`config.mk`:
```
export PLATFORM = sky130hd
export DESIGN_NAME = nibble_serial_adder_ctrl
export DESIGN_NICKNAME = d
export VERILOG_FILES = /design/src/rtl/nsa_pkg.sv /design/src/rtl/nibble_serial_adder_ctrl_add4_slice.sv /design/src/rtl/nibble_serial_adder_ctrl.sv
export SDC_FILE = /design/constraint.sdc
export NUM_CORES = 1
export LEC_CHECK = 0
export CELL_PAD_IN_SITES_DETAIL_PLACEMENT = 1
export CELL_PAD_IN_SITES_GLOBAL_PLACEMENT = 2
export CORE_AREA = 5 5 112 103
export DETAILED_ROUTE_END_ITERATION = 7
export DIE_AREA = 0 0 117 108
export PLACE_DENSITY_LB_ADDON = 0.1
export SLEW_MARGIN = 20
export SYNTH_ARGS = -nofsm -noshare
export SYNTH_HDL_FRONTEND = slang
export SYNTH_SLANG_ARGS = --single-unit
```
`constraint.sdc`:
```
create_clock -name clk -period 5.7 [get_ports clk]
set_input_delay 1.14 -clock clk [delete_from_list [all_inputs] [get_ports clk]]
set_output_delay 1.14 -clock clk [all_outputs]
set_load 0.01 [all_outputs]
```
`src/rtl/nsa_pkg.sv`:
```
// nsa_pkg: shared definitions for nibble_serial_adder_ctrl.
//   - nsa_state_e   : controller states (IDLE, ADD, HOLD)
//   - nsa_cnt_w()   : width of the nibble-pass counter for a given pass count
//   - nsa_width_ok(): operand-width legality (multiple of 4, 4..32)
package nsa_pkg;

    localparam int NSA_WIDTH_MIN = 4;
    localparam int NSA_WIDTH_MAX = 32;

    typedef enum logic [1:0] {
        IDLE = 2'd0,
        ADD  = 2'd1,
        HOLD = 2'd2
    } nsa_state_e;

    // A one-pass build still needs a 1-bit counter so the port widths stay legal.
    function automatic int nsa_cnt_w(input int nib);
        return (nib <= 1) ? 1 : $clog2(nib);
    endfunction

    function automatic bit nsa_width_ok(input int w);
        return (w % 4 == 0) && (w >= NSA_WIDTH_MIN) && (w <= NSA_WIDTH_MAX);
    endfunction

endpackage

```
`src/rtl/nibble_serial_adder_ctrl_add4_slice.sv`:
```
// add4_slice: gate-level 4-bit carry-lookahead adder.
//   A[3:0], B[3:0], C0 : operands and carry-in
//   S[3:0], C4         : sum and carry-out
// Every carry is a flat sum-of-products of generate/propagate terms, so no
// carry ripples through the slice.
module add4_slice (
    input  logic [3:0] A,
    input  logic [3:0] B,
    input  logic       C0,
    output logic [3:0] S,
    output logic       C4
);
    logic [3:0] p, g;
    logic       c1, c2, c3;

    assign p = A ^ B;
    assign g = A & B;

    assign c1 = g[0] | (p[0] & C0);
    assign c2 = g[1] | (p[1] & g[0]) | (p[1] & p[0] & C0);
    assign c3 = g[2] | (p[2] & g[1]) | (p[2] & p[1] & g[0])
              | (p[2] & p[1] & p[0] & C0);
    assign C4 = g[3] | (p[3] & g[2]) | (p[3] & p[2] & g[1])
              | (p[3] & p[2] & p[1] & g[0]) | (p[3] & p[2] & p[1] & p[0] & C0);

    assign S = p ^ {c3, c2, c1, C0};

endmodule

```
`src/rtl/nibble_serial_adder_ctrl.sv`:
```
// nibble_serial_adder_ctrl: round-robin arbiter + sequencer that runs a
// WIDTH-bit add through one shared 4-bit CLA slice, one nibble per cycle,
// LSB first, with the carry held in a register between passes.
//   clk, rst                 : clock, synchronous active-high reset
//   reqN_valid/ready         : request handshake (ready only in IDLE)
//   reqN_a, reqN_b, reqN_cin : operands and carry-in
//   reqN_sub                 : subtract (only when NSA_SUB_EN is defined)
//   res_valid/ready          : result handshake, result held in HOLD
//   res_sum/cout/ovf/id      : sum, carry-out, signed overflow, owner
//   busy                     : high outside IDLE
// Optional feature macro: NSA_SUB_EN (adds reqN_sub and subtraction).
module nibble_serial_adder_ctrl
    import nsa_pkg::*;
#(
    parameter int WIDTH = 16
) (
    input  logic             clk,
    input  logic             rst,
    input  logic             req0_valid,
    output logic             req0_ready,
    input  logic [WIDTH-1:0] req0_a,
    input  logic [WIDTH-1:0] req0_b,
    input  logic             req0_cin,
`ifdef NSA_SUB_EN
    input  logic             req0_sub,
`endif
    input  logic             req1_valid,
    output logic             req1_ready,
    input  logic [WIDTH-1:0] req1_a,
    input  logic [WIDTH-1:0] req1_b,
    input  logic             req1_cin,
`ifdef NSA_SUB_EN
    input  logic             req1_sub,
`endif
    output logic             res_valid,
    input  logic             res_ready,
    output logic [WIDTH-1:0] res_sum,
    output logic             res_cout,
    output logic             res_ovf,
    output logic             res_id,
    output logic             busy
);
    localparam int  NIB      = WIDTH / 4;
    localparam int  CW       = nsa_cnt_w(NIB);
    localparam bit  WIDTH_OK = nsa_width_ok(WIDTH);

    if (!WIDTH_OK) begin : g_bad_width
        $error("nibble_serial_adder_ctrl: WIDTH must be a multiple of 4 in 4..32");
    end

    nsa_state_e       state;
    logic [CW-1:0]    cnt;
    logic             carry;
    logic [WIDTH-1:0] a_r, b_r, sum_r;
    logic             cout_r, ovf_r, id_r, last_grant;
    logic             grant0, grant1;
    logic             sub0, sub1, sel_sub;
    logic [3:0]       s_nib;
    logic             c4;
    logic [WIDTH-1:0] sum_next;

`ifdef NSA_SUB_EN
    assign sub0 = req0_sub;
    assign sub1 = req1_sub;
`else
    assign sub0 = 1'b0;
    assign sub1 = 1'b0;
`endif

    // On a tie the requester that did not win last time goes first.
    always_comb begin
        grant0 = 1'b0;
        grant1 = 1'b0;
        if (!rst && state == IDLE) begin
            grant0 = req0_valid && (!req1_valid || last_grant);
            grant1 = req1_valid && (!req0_valid || !last_grant);
        end
    end

    assign sel_sub    = grant1 ? sub1 : sub0;
    assign req0_ready = grant0;
    assign req1_ready = grant1;

    add4_slice u_slice (
        .A  (a_r[cnt*4 +: 4]),
        .B  (b_r[cnt*4 +: 4]),
        .C0 (carry),
        .S  (s_nib),
        .C4 (c4)
    );

    // New nibble enters at the top; after NIB passes nibble 0 sits at the bottom.
    if (NIB == 1) begin : g_one_pass
        assign sum_next = s_nib;
    end else begin : g_multi_pass
        assign sum_next = {s_nib, sum_r[WIDTH-1:4]};
    end

    always_ff @(posedge clk) begin
        if (rst) begin
            state      <= IDLE;
            cnt        <= '0;
            carry      <= 1'b0;
            a_r        <= '0;
            b_r        <= '0;
            sum_r      <= '0;
            cout_r     <= 1'b0;
            ovf_r      <= 1'b0;
            id_r       <= 1'b0;
            last_grant <= 1'b1;
        end else begin
            case (state)
                IDLE: begin
                    if (grant0 || grant1) begin
                        a_r        <= grant1 ? req1_a : req0_a;
                        // b is stored already inverted for subtract so the
                        // overflow check sees the effective operand.
                        b_r        <= sel_sub ? ~(grant1 ? req1_b : req0_b)
                                              :  (grant1 ? req1_b : req0_b);
                        carry      <= sel_sub ? 1'b1 : (grant1 ? req1_cin : req0_cin);
                        cnt        <= '0;
                        id_r       <= grant1;
                        last_grant <= grant1;
                        state      <= ADD;
                    end
                end
                ADD: begin
                    carry <= c4;
                    sum_r <= sum_next;
                    if (cnt == CW'(NIB - 1)) begin
                        cnt    <= '0;
                        cout_r <= c4;
                        ovf_r  <= (a_r[WIDTH-1] == b_r[WIDTH-1]) && (s_nib[3] != a_r[WIDTH-1]);
                        state  <= HOLD;
                    end else begin
                        cnt <= cnt + 1'b1;
                    end
                end
                HOLD: begin
                    if (res_ready) state <= IDLE;
                end
                default: state <= IDLE;
            endcase
        end
    end

    assign res_valid = (state == HOLD);
    assign res_sum   = sum_r;
    assign res_cout  = cout_r;
    assign res_ovf   = ovf_r;
    assign res_id    = id_r;
    assign busy      = (state != IDLE);

endmodule

```
=== Yosys cells after proc, flatten, opt, wreduce, memory -nomap -nowiden ===
Index checks and enable logic that the tools add are counted.

* Add/subtract/negate cells: 1
* Multiply operators: 0
* Div/mod/pow operators: 0
* Magnitude comparators: 0
* Eq/ne operators: 8
* Shifts and indexed selects: 2
* Mux-type cells: 14
* Bitwise logic cells: 29
* Reductions and logical operators: 18

{| class="wikitable"
|+ Operators by type and width
! kind !! count
|-
| 16-bit two-way mux || 2
|-
| 16-bit by 5-bit variable part select with 4-bit output || 2
|-
| 1-bit bitwise AND || 16
|-
| 2-bit two-way mux || 5
|-
| 1-bit bitwise OR || 10
|-
| 4-bit XOR || 2
|-
| 2-bit case mux with 3 select lines || 1
|-
| 2-bit AND reduction || 3
|-
| 4-bit bitwise AND || 1
|-
| 2-bit == test, second input constant || 2
|-
| 1-bit logical AND || 4
|-
| 1-bit logical NOT || 4
|-
| 1-bit two-way mux || 4
|-
| 2-bit by 1-bit != test with 1-bit output, second input constant || 2
|-
| 2-bit case mux with 2 select lines || 1
|-
| 2-bit nonzero test || 2
|-
| 1-bit logical OR || 3
|-
| 3-bit AND reduction || 1
|-
| 2-bit by 1-bit adder with 2-bit output, second input constant || 1
|-
| 2-bit by 1-bit == test with 1-bit output, second input constant || 1
|-
| 2-bit logical NOT || 1
|-
| 2-bit != test, second input constant || 1
|-
| 1-bit case mux with 2 select lines || 1
|-
| 1-bit == test || 1
|-
| 1-bit != test || 1
|}

* Register bits: 57
* Latch bits: 0
* Bits in writable memories: 0
* Bits in read-only memories: 0
* Logic and storage cells: 82
* Memories: 0

=== Longest topological paths before layout ===
* Depth after elaboration: 9
* Depth in mapped cells: 7

=== Cells and area by module ===
From an unflattened synthesis, not the netlist that was laid out.

* Cells, all modules: 299
* Area total of the unflattened synthesis: 2,981.6 sq um

{| class="wikitable"
|+ Modules (own cells, without submodules)
! module !! times used !! cells an instance !! area each (sq um)
|-
| nibble_serial_adder_ctrl || 1 || 282 || 2,834.0
|-
| add4_slice || 1 || 17 || 147.6
|}

=== Worst setup path before layout ===
No wires, ideal clock.

* Path kind: input -> output
* From: in rst
* To: out req1_ready
* Arrival time: 1.759 ns
* Data required time: 4.560 ns
* Path slack: 2.801 ns
* Stages: 4
* Cells stage by stage: nor3_2 nand3_1 buf_2 inv_1

* Word-level cells in the longest chain between the ends: 3

{| class="wikitable"
|+ Ends and longest elaborated chain
! element !! line !! source
|-
| from (decl) || nibble_serial_adder_ctrl.sv:18 || <nowiki>input logic rst,</nowiki>
|-
| 1-bit logical NOT || nibble_serial_adder_ctrl.sv:74 || <nowiki>if (!rst && state == IDLE) begin</nowiki>
|-
| 1-bit logical AND || nibble_serial_adder_ctrl.sv:74 ||
|-
| 1-bit two-way mux || nibble_serial_adder_ctrl.sv:74 ||
|-
| to (decl) || nibble_serial_adder_ctrl.sv:28 || <nowiki>output logic req1_ready,</nowiki>
|}

No other way between the ends.

=== Final worst setup path ===
* From: in req1_valid
* To: out req0_ready

* Word-level cells in the longest chain between the ends: 4

{| class="wikitable"
|+ Ends and longest elaborated chain
! element !! line !! source
|-
| from (decl) || nibble_serial_adder_ctrl.sv:27 || <nowiki>input logic req1_valid,</nowiki>
|-
| 1-bit logical NOT || nibble_serial_adder_ctrl.sv:75 || <nowiki>grant0 = req0_valid && (!req1_valid || last_grant);</nowiki>
|-
| 1-bit logical OR || nibble_serial_adder_ctrl.sv:75 ||
|-
| 1-bit logical AND || nibble_serial_adder_ctrl.sv:75 ||
|-
| 1-bit two-way mux || nibble_serial_adder_ctrl.sv:74 ||
|-
| to (decl) || nibble_serial_adder_ctrl.sv:20 || <nowiki>output logic req0_ready,</nowiki>
|}

No other way between the ends.

==> results by group <==
Global route
  – Initial antenna violation count: 0
  – GRT overflow: 0
  – First-pass GRT wire length: 14.0 mm
  – Vias in the first global route: 2803
  – Largest net degree at the start of global routing: 70
  – Global Route Usage Sum: 0.141

Clock network
  – Clk buf depth: 2
  – CTS Buf Count: 9
  – Hold buffer count at CTS: 0
  – Clk root buf: clkbuf_16
  – H-tree levels: 3
  – Num Clock Sinks: 57
  – Setup repair bufs after CTS: 0
  – Clock Latency Late Sink: 0.32 ns
  – CTS resizes: 0
  – CTS tree: done
  – Clock-pin transition on the worst setup and hold timing paths: 0.05 ns

Die
  – Die height: 108 um
  – Ports: 94
  – Starting density of the core: 0.264
  – Num rows: 35
  – Core Area: 10200 um^2
  – Die area: 12600 um^2
  – Die W: 117 um

Synth
  – Yosys top cell area share: 0.425
  – Seq cells post-synth: 57
  – Synth async-reset ratio: 0
  – Main synth FF type: dfxtp_1
  – Synth Warn #: 0
  – Number of synthesized flops with an enable pin: 0
  – Synthesized instance count: 323
  – Synth area leader: dfxtp_1
  – Syn Area/Cell: 8.32 um^2
  – Mapped Area: 2690 um^2
  – Seq/Total Area, Yosys: 0.425
  – Distinct cell type count after synthesis: 37
  – Area contributors post-synth: dfxtp_1 (42%), nand2_1 (13%), a311oi_1 (10%)
  – Syn Nets: 400

Detailed routing
  – WL met1: 3.96 mm
  – Number of iterations in the first detailed-routing pass: 4
  – Post-Route WL: 8.52 mm
  – DR DRC count: 0
  – Met3 wire length: 483 um
  – Final ANT Viol Nets: 0
  – Max Used Layer: met4
  – Drt wl/cell: 15.8 um
  – WL met2: 3.99 mm
  – Via density per instance: 4.86
  – Vias: 2622
  – Initial DRC count: 183

STA
  – RSZ-0062 raised after global routing: false
  – Slew headroom: 0.408
  – Slew @ Worst Pin: 0.888 ns
  – Max Freq: 245 MHz
  – Final period util: 0.716
  – Clock skew: 0.00625 ns
  – Final Hold Fails: 0
  – Setup TNS: 0 ns
  – Fin. max-slew vios: 0
  – Setup violations, final: 0
  – Setup ws final: 1.62 ns
  – Tmin final: 4.08 ns

Setup path
  – FF-to-FF End: res_ovf
  – R2R depth: 6
  – Critical path fanouts, max: 35
  – Crit path to: req0_ready
  – Reg-to-reg slack, setup: 2.86 ns
  – CP Capture Type: output port
  – Worst flop-to-flop path startpoint: cnt[0]
  – WS Path Type: primary input to output port
  – Arr. time, crit path: 2.94 ns
  – Crit path launch: req1_valid
  – Startpoint types: primary input
  – WP data required: 4.56 ns

Placed design
  – Place WS: 1.57 ns
  – I/O Buffers: 93
  – Final HPWL DP: 5.86 mm
  – Gpl congestion: 0.707

Pwr
  – Psw: 332 uW
  – Int Power: 941 uW
  – Combinational fraction of design power: 0.187
  – Pwr dens: 318 nW/um^2
  – Sw frac: 0.261
  – Worst vdd ir: 0.110 mV
  – Clock power share: 0.446
  – Lkg Pwr: 1.42 nW
  – Sequential Power Share: 0.367

Layout
  – Area grow syn2layout: 48.9%
  – # diodes: 0
  – Reg area: 1140 um^2
  – Layout net count: 482
  – Fillcell total: 1192
  – Layout cells sized above 1: 0.0829
  – Multi-input logic area: 1410 um^2

Flow run
  – Max_cap viols: 0

Outcome
  – Status: complete, no violations

Worst hold path
  – Critical hold path startpoint: res_sum[0]
  – Hold Path Class: flip-flop to flip-flop
-- layout make-up --
type	instances	area share
Multi-Input combinational cell	234	0.352
Sequential cell	57	0.285
Timing Repair Buffer	97	0.239
Clock buffer	11	0.0582
Tap cell	129	0.0404
Clock inverter	5	0.0200
Inverter	6	0.00563
-- critical path, stage by stage --
cell	delay (ns)
clkdlybuf4s50_1	0.43
nand2b_1	0.08
nand3_1	0.11
inv_2	0.51
clkdlybuf4s50_1	0.66
-- power by group through the flow --
| stage | registers (mW) | clock network (mW) | logic (mW) |
|---|---|---|---|
| floorplan | 0.462 | 0 | 0.145 |
| global placement | 0.477 | 0 | 0.240 |
| detailed placement | 0.476 | 0 | 0.243 |
| CTS | 0.468 | 0.581 | 0.244 |
| global route | 0.474 | 0.601 | 0.266 |
| finish | 0.467 | 0.568 | 0.238 |
-- metal layers --
layer  GRT usage  up-vias
met5           0        -
met4      0.0393        0
met3      0.0403       11
met2       0.225       53
met1       0.187     1253
li1            -     1305
-- cells in the mapped netlist, types with 2 or more instances --
library cell and number:
nand2_1 96, dfxtp_1 57, nor2_1 40, a311oi_1 32, a21oi_1 18, clkbuf_1 14, mux4_2 8, buf_2 7
ha_1 5, inv_1 5, buf_4 4, nand2b_1 4, a211o_1 3, nand4_1 3, a211oi_1 2, nand3_1 2
nor2b_1 2, nor3_1 2
-- layout by cell type, fill, tap and decap left out, drive strengths merged, types with 2 or more instances in the layout --
cell / n
mux4: 8
bufinv: 2
a21oi: 18
clkinvlp: 2
buf: 5
nand3: 2
nand2: 96
nand2b: 4
clkdlybuf4s50: 92
dfxtp: 57
inv: 6
a211oi: 2
nor3: 3
clkbuf: 11
a211o: 3
ha: 5
a311oi: 33
nor2b: 2
nand4: 3
nor2: 40
-- sequential cells by signal (all words and copies together), names as in the netlist --
register,flops
a_r,16
b_r,16
carry,1
cnt,2
last_grant,1
res_cout,1
res_id,1
res_ovf,1
res_sum,16
state,2
-- kinds of logic (layout without fill, tap and decap cells) --
family	Yosys count	count (layout)	synth area share
flip-flops	57	57	0.425
AND/OR/NAND/NOR	154	154	0.233
buffers and inverters	32	119	0.0536
XOR/XNOR	1	1	0.00326
multiplexers	8	8	0.0671
adder cells (fa/ha/maj)	6	6	0.0307
AO/OA/AOI/OAI	65	65	0.187
-- worst min path at each step --
| stage | end | cells after the start |
|---|---|---|
| 4_1_cts | res_sum[2] | 2 |
| 2_1_floorplan | last_grant | 1 |
| 3_3_place_gp | res_sum[2] | 2 |
| 3_5_place_dp | res_sum[2] | 2 |
| 5_1_grt | res_sum[1] | 2 |
| 6_report | res_sum[0] | 2 |
-- through the flow --
step                cell area, um^2   util  total power [mW]  instances  hold slack [ns]
floorplan                      2690      -             0.607        323            0.449
global placement               3690  0.363             0.717        523            0.446
detailed placement             3690  0.363             0.719        523            0.454
CTS                            4000  0.394              1.29        539            0.461
global route                   4000  0.394              1.34        539            0.488
finish                         4000  0.394              1.27        539            0.457
Note: power is estimated with default switching activity, not from simulation.
